===== config.mk =====
export PLATFORM = sky130hd
export DESIGN_NAME = val2_shift_unit
export DESIGN_NICKNAME = d
export VERILOG_FILES = /design/src/rtl/val2_shift_unit.sv
export SDC_FILE = /design/constraint.sdc
export NUM_CORES = 1
export LEC_CHECK = 0
export BUFFER_PORTS_ARGS = -buffer_cell sky130_fd_sc_hd__buf_4
export CORE_ASPECT_RATIO = 0.7
export CORE_MARGIN = 10
export CORE_UTILIZATION = 40
export CTS_CLUSTER_DIAMETER = 40
export DETAILED_ROUTE_END_ITERATION = 7
export GPL_ROUTABILITY_DRIVEN = 0
export SETUP_SLACK_MARGIN = 0.05
export SLEW_MARGIN = 0
export SYNTH_ARGS = -nofsm -noshare
export SYNTH_HDL_FRONTEND = slang
export SYNTH_SLANG_ARGS = --single-unit

===== constraint.sdc =====
create_clock -name clk -period 2 [get_ports clk]
set_clock_uncertainty 0.05 [all_clocks]
set_input_delay 0.4 -clock clk [delete_from_list [all_inputs] [get_ports clk]]
set_output_delay 0.4 -clock clk [all_outputs]
set_load 0.02 [all_outputs]

===== src/rtl/val2_shift_unit.sv =====
// val2_shift_unit: iterative operand-2 generator for the execute stage.
// Shifts at most STEP bits per cycle behind valid/ready handshakes.
module val2_shift_unit #(
    parameter int WIDTH = 32,
    parameter int STEP  = 4
) (
    input  logic             clk,
    input  logic             rst,
    input  logic             in_valid,
    output logic             in_ready,
    input  logic [2:0]       mode,
    input  logic [WIDTH-1:0] operand,
    input  logic [7:0]       amount,
    input  logic [11:0]      imm12,
    input  logic             carry_in,
    output logic             out_valid,
    input  logic             out_ready,
    output logic [WIDTH-1:0] val2,
    output logic             carry_out
);

    localparam int CW = $clog2(WIDTH + 1);

    localparam logic [2:0] M_LSL = 3'd0;
    localparam logic [2:0] M_LSR = 3'd1;
    localparam logic [2:0] M_ASR = 3'd2;
    localparam logic [2:0] M_ROR = 3'd3;
    localparam logic [2:0] M_RRX = 3'd4;
    localparam logic [2:0] M_IMM = 3'd5;

    typedef enum logic [1:0] {
        IDLE,
        SHIFT,
        DONE
    } state_t;

    state_t           state_q, state_d;
    logic [WIDTH-1:0] work_q, work_d;
    logic [WIDTH-1:0] val2_q, val2_d;
    logic [CW-1:0]    rem_q, rem_d;
    logic [2:0]       mode_q, mode_d;
    logic             cw_q, cw_d;
    logic             carry_q, carry_d;

    logic [WIDTH-1:0] acc_src;
    logic [WIDTH-1:0] acc_res;
    logic             acc_c;
    logic [CW-1:0]    acc_n;
    logic [31:0]      amt_w;
    logic [31:0]      ror_n;
    logic [31:0]      rot_n;

    logic [CW-1:0]    k;
    logic [WIDTH-1:0] sh_res;
    logic             sh_c;

    assign in_ready  = (state_q == IDLE);
    assign out_valid = (state_q == DONE);
    assign val2      = val2_q;
    assign carry_out = carry_q;

    // Decode a request into a shift source and count, or a ready result
    always_comb begin
        amt_w   = {24'd0, amount};
        ror_n   = amt_w % 32'(WIDTH);
        rot_n   = {27'd0, imm12[11:8], 1'b0} % 32'(WIDTH);
        acc_src = operand;
        acc_res = operand;
        acc_c   = carry_in;
        acc_n   = '0;
        case (mode)
            M_LSL, M_LSR: begin
                if (amt_w > 32'(WIDTH)) begin
                    acc_res = '0;
                    acc_c   = 1'b0;
                end else begin
                    acc_n = CW'(amt_w);
                end
            end
            M_ASR: begin
                if (amt_w > 32'(WIDTH)) begin
                    acc_n = CW'(WIDTH);
                end else begin
                    acc_n = CW'(amt_w);
                end
            end
            M_ROR: begin
                if (amt_w != 32'd0 && ror_n == 32'd0) begin
                    acc_c = operand[WIDTH-1];
                end else begin
                    acc_n = CW'(ror_n);
                end
            end
            M_RRX: begin
                acc_res = {carry_in, operand[WIDTH-1:1]};
                acc_c   = operand[0];
            end
            M_IMM: begin
                acc_src = WIDTH'(imm12[7:0]);
                acc_res = WIDTH'(imm12[7:0]);
                acc_n   = CW'(rot_n);
            end
            default: begin
                acc_res = WIDTH'(imm12);
            end
        endcase
    end

    // One iteration: shift the working value by up to STEP bits
    always_comb begin
        k      = (rem_q < CW'(STEP)) ? rem_q : CW'(STEP);
        sh_res = work_q;
        sh_c   = cw_q;
        for (int i = 1; i <= STEP; i++) begin
            if (k == CW'(i)) begin
                case (mode_q)
                    M_LSL: begin
                        sh_res = work_q << i;
                        sh_c   = work_q[WIDTH-i];
                    end
                    M_LSR: begin
                        sh_res = work_q >> i;
                        sh_c   = work_q[i-1];
                    end
                    M_ASR: begin
                        sh_res = WIDTH'($signed(work_q) >>> i);
                        sh_c   = work_q[i-1];
                    end
                    default: begin
                        sh_res = (work_q >> i)
                               | (work_q << (WIDTH - i));
                        sh_c   = work_q[i-1];
                    end
                endcase
            end
        end
    end

    // Next-state and datapath control
    always_comb begin
        state_d = state_q;
        work_d  = work_q;
        rem_d   = rem_q;
        mode_d  = mode_q;
        cw_d    = cw_q;
        val2_d  = val2_q;
        carry_d = carry_q;
        case (state_q)
            IDLE: begin
                if (in_valid) begin
                    mode_d = mode;
                    if (acc_n == '0) begin
                        val2_d  = acc_res;
                        carry_d = acc_c;
                        state_d = DONE;
                    end else begin
                        work_d  = acc_src;
                        rem_d   = acc_n;
                        state_d = SHIFT;
                    end
                end
            end
            SHIFT: begin
                work_d = sh_res;
                cw_d   = sh_c;
                rem_d  = rem_q - k;
                if (rem_q == k) begin
                    val2_d  = sh_res;
                    carry_d = sh_c;
                    state_d = DONE;
                end
            end
            DONE: begin
                if (out_ready) begin
                    state_d = IDLE;
                end
            end
            default: begin
                state_d = IDLE;
            end
        endcase
    end

    // State and datapath registers
    always_ff @(posedge clk) begin
        if (rst) begin
            state_q <= IDLE;
            work_q  <= '0;
            rem_q   <= '0;
            mode_q  <= '0;
            cw_q    <= 1'b0;
            val2_q  <= '0;
            carry_q <= 1'b0;
        end else begin
            state_q <= state_d;
            work_q  <= work_d;
            rem_q   <= rem_d;
            mode_q  <= mode_d;
            cw_q    <= cw_d;
            val2_q  <= val2_d;
            carry_q <= carry_d;
        end
    end

endmodule


==> impl_metrics.tcl <==
set metrics [dict create \
    cts_sinks 77 \
    avgSynthCellArea_um2 7.459 \
    drcViolationCount 0 \
    initial_utilization_pct 40.47 \
    place_hpwl_mm 19.72 \
    cts_buffers 9 \
    cpLargestDelayFamily "compound AO/OA/AOI/OAI gates" \
    path_class "flip-flop to flip-flop" \
    setup.worst_path.start "mode_q[1]" \
    final_common_cell "buf_4" \
    ys_types 76 \
    synth_mux_area_share_pct 2.977 \
    synthSimpleGateAreaFrac_pct 26.37 \
    grt_pass1_vias 7862 \
    cap_violations 0 \
    synth_area_um2 6556 \
    async_flop_share_pct 0 \
    ys_seq_area_share_pct 23.51 \
    grt_max_degree 48 \
    antenna_cells 0 \
    max_freq_mhz 447.3 \
    p_comb_share_pct 54.3 \
    synth_top_family_by_area "compound AO/OA/AOI/OAI gates" \
    p_total_uw 7855 \
    synth_edf_count 0 \
    ys_warn_count 0 \
    relSlewSlack_pct 60.16 \
    die_x_um 173.0 \
    cp_data_required_time_ns 2.15 \
    status "finished, violations left" \
    setup_viol 64 \
    end_kind "flip-flop" \
    vias_per_cell 6.433 \
    min_period_over_period_pct 111.8 \
    grt.overflow.total 0 \
    hold_viol 0 \
    dr.pass1.iters 6 \
    fin_cells 1378 \
    syn_nets 940 \
    crit_slowest_cell "o21ai_0" \
    io_pins 95 \
    ant_nets 0 \
    pwr-share-clk_pct 20.7 \
    num_rows 39 \
    grtUsageTotal_pct 23.98 \
    mostFrequentLayoutCells "286 x buf_4, 93 x nor2_1, 72 x dfxtp_1, 47 x nand2_1, 44 x a211oi_2" \
    p_int_uw 4628 \
    period_needed_ns 2.236 \
    synth-xor-area-share_pct 0 \
    cts_tree "done" \
    drive_gt1_share_pct 54.99 \
    ir_drop_mv 0.3912 \
    worstMarginPinSlew_ns 0.5976 \
    critPathMaxFanout 7 \
    synth_compound_area_share_pct 39.12 \
    power.density_nw_per_um2 697.9 \
    syn_inst 879 \
    cp.buffers_inverters 4 \
    h-tree-depth 3 \
    finalMaxSlewViolations 0 \
    fin_nets 1209 \
    coreArea_um2 16200 \
    path_cells "buf_12 -> nor3_4 -> buf_6 -> buf_8 -> buf_6 -> o21ai_0 -> o21ai_0 -> a2bb2oi_2 -> a211oi_2" \
    p_sw_uw 3227 \
    path_clk_slew_ns 0.07 \
    synth_seq_cells 77 \
    drt_iter0_drc 1236 \
    areaGrowthSynthToFinish_pct 71.68 \
    vias 8865 \
    min_path_type "input pin to flip-flop" \
    critical_path_arrival_ns 2.39 \
    pwr-share-seq_pct 25.1 \
    synth_flop_cell "dfxtp_1" \
    grt_pass1_wl_mm 43.93 \
    setup_ws_ns -0.2357 \
    timing.rr.start "mode_q[1]" \
    clock_latency_ns 0.35 \
    min_from "out_ready" \
    placed_cells 1309 \
    wl_per_cell_um 22.36 \
    violations "setup timing" \
    p_leak_uw 0.004297 \
    port_buffers 94 \
    worstSetupStartpointType "flip-flop" \
    synth_fa_ha_area_share_pct 0.1908 \
    cpPeakStageDelay_ns 0.44 \
    cts_hold_buf 0 \
    die_h_um 127.1 \
    floorplan.die_area_um2 21990 \
    antenna_found_initial 0 \
    cts_buffer_depth 2 \
    nFillCells 1227 \
    cts-root-buf "clkbuf_16" \
    rsz0062_at_grt "yes" \
    swShare_pct 41.08 \
    wl_mm 30.81 \
]
power groups by stage:
stage          combinational [uW]  sequential, uW  clock, uW
2_1_floorplan                1780            2070          0
3_3_place_gp                 3190            1970          0
3_5_place_dp                 3220            1970          0
4_1_cts                      3630            1950       1640
5_1_grt                      4490            1990       1700
6_report                     4260            1970       1620
final timing paths:
kind                            cells past startpoint         end  slack (ns)
worst max-delay path                                9   carry_out       -0.24
worst min-delay path                                3  state_q[1]        0.29
worst max register to register                      9   carry_out       -0.24
worst min register to register                      1  state_q[0]        0.48
cells in the mapped netlist, types with 17 or more instances:
master | count | area share (%)
a211oi_1 | 68 | 7.8
a21oi_1 | 62 | 4.7
a221oi_1 | 21 | 2.8
a31oi_1 | 47 | 4.5
a32o_1 | 19 | 2.9
buf_2 | 29 | 2.2
clkbuf_1 | 49 | 2.8
dfxtp_1 | 77 | 24
nand2_1 | 57 | 3.3
nor2_1 | 109 | 6.2
nor3_1 | 77 | 5.9
o21ai_0 | 25 | 1.9
o21ai_1 | 17 | 1.3
o31ai_1 | 23 | 2.6
or4b_1 | 20 | 3.1
per-stage QoR:
stage	setup WS (ns)	utilization (%)	TNS [ns]	cell area, um2	hold WS, ns
2_1_floorplan	0.003277	-	0	6875	0.4389
3_3_place_gp	-0.3316	56.63	-15.00	9174	0.4584
3_5_place_dp	-0.3146	56.63	-17.30	9174	0.4680
4_1_cts	-0.1258	63.31	-3.285	10260	0.2873
5_1_grt	-0.3205	69.48	-11.57	11260	0.3210
6_report	-0.2357	69.48	-7.446	11260	0.2875
state kept, by name, summed over array words and instances, names as in the netlist:
name	count
val2	32
work_q	32
rem_q	6
mode_q	3
state_q	2
carry_out	1
cw_q	1
layout make-up:
type | instances | area, um2 | area share [%]
sequential | 77 | 1555 | 13.82
inverter | 6 | 22.52 | 0.2001
clock buffer | 9 | 225.2 | 2.001
clock inverter | 7 | 56.30 | 0.5002
multi-input combinational | 698 | 5808 | 51.60
timing repair buffer | 356 | 3307 | 29.38
tap | 225 | 281.5 | 2.501
cells by family (layout without fill, tap and decap cells):
| group | after synthesis | after routing |
|---|---|---|
| AO/OA/AOI/OAI | 352 | 352 |
| adder cells (fa/ha/maj) | 1 | 1 |
| buffers and inverters | 104 | 378 |
| flip-flops | 77 | 77 |
| multiplexers | 17 | 17 |
| other | 1 | 1 |
| AND/OR/NAND/NOR | 327 | 327 |
worst register-to-register path, delay by kind of cell (launching register included):
| family | cells | cell delay [ns] |
|---|---|---|
| compound gates | 4 | 0.87 |
| simple gates | 1 | 0.24 |
| flops | 1 | 0.38 |
| buf+inv | 4 | 0.56 |
per-layer routing:
| metal | up-vias | routed length, um | GRT usage [%] |
|---|---|---|---|
| met5 | - | 0 | 0 |
| met4 | 0 | 645 | 4.499 |
| met3 | 75 | 3674 | 6.857 |
| met2 | 569 | 13170 | 34.57 |
| met1 | 4235 | 13320 | 34.68 |
| li1 | 3986 | - | - |
repair_timing:
action,CTS,global route
resized for setup,141,131
endpoints found under the setup margin,68,72
pin swaps,130,76
setup buffers,16,30
cloned,6,6
No activity file was read; power rests on OpenSTA's default activity.
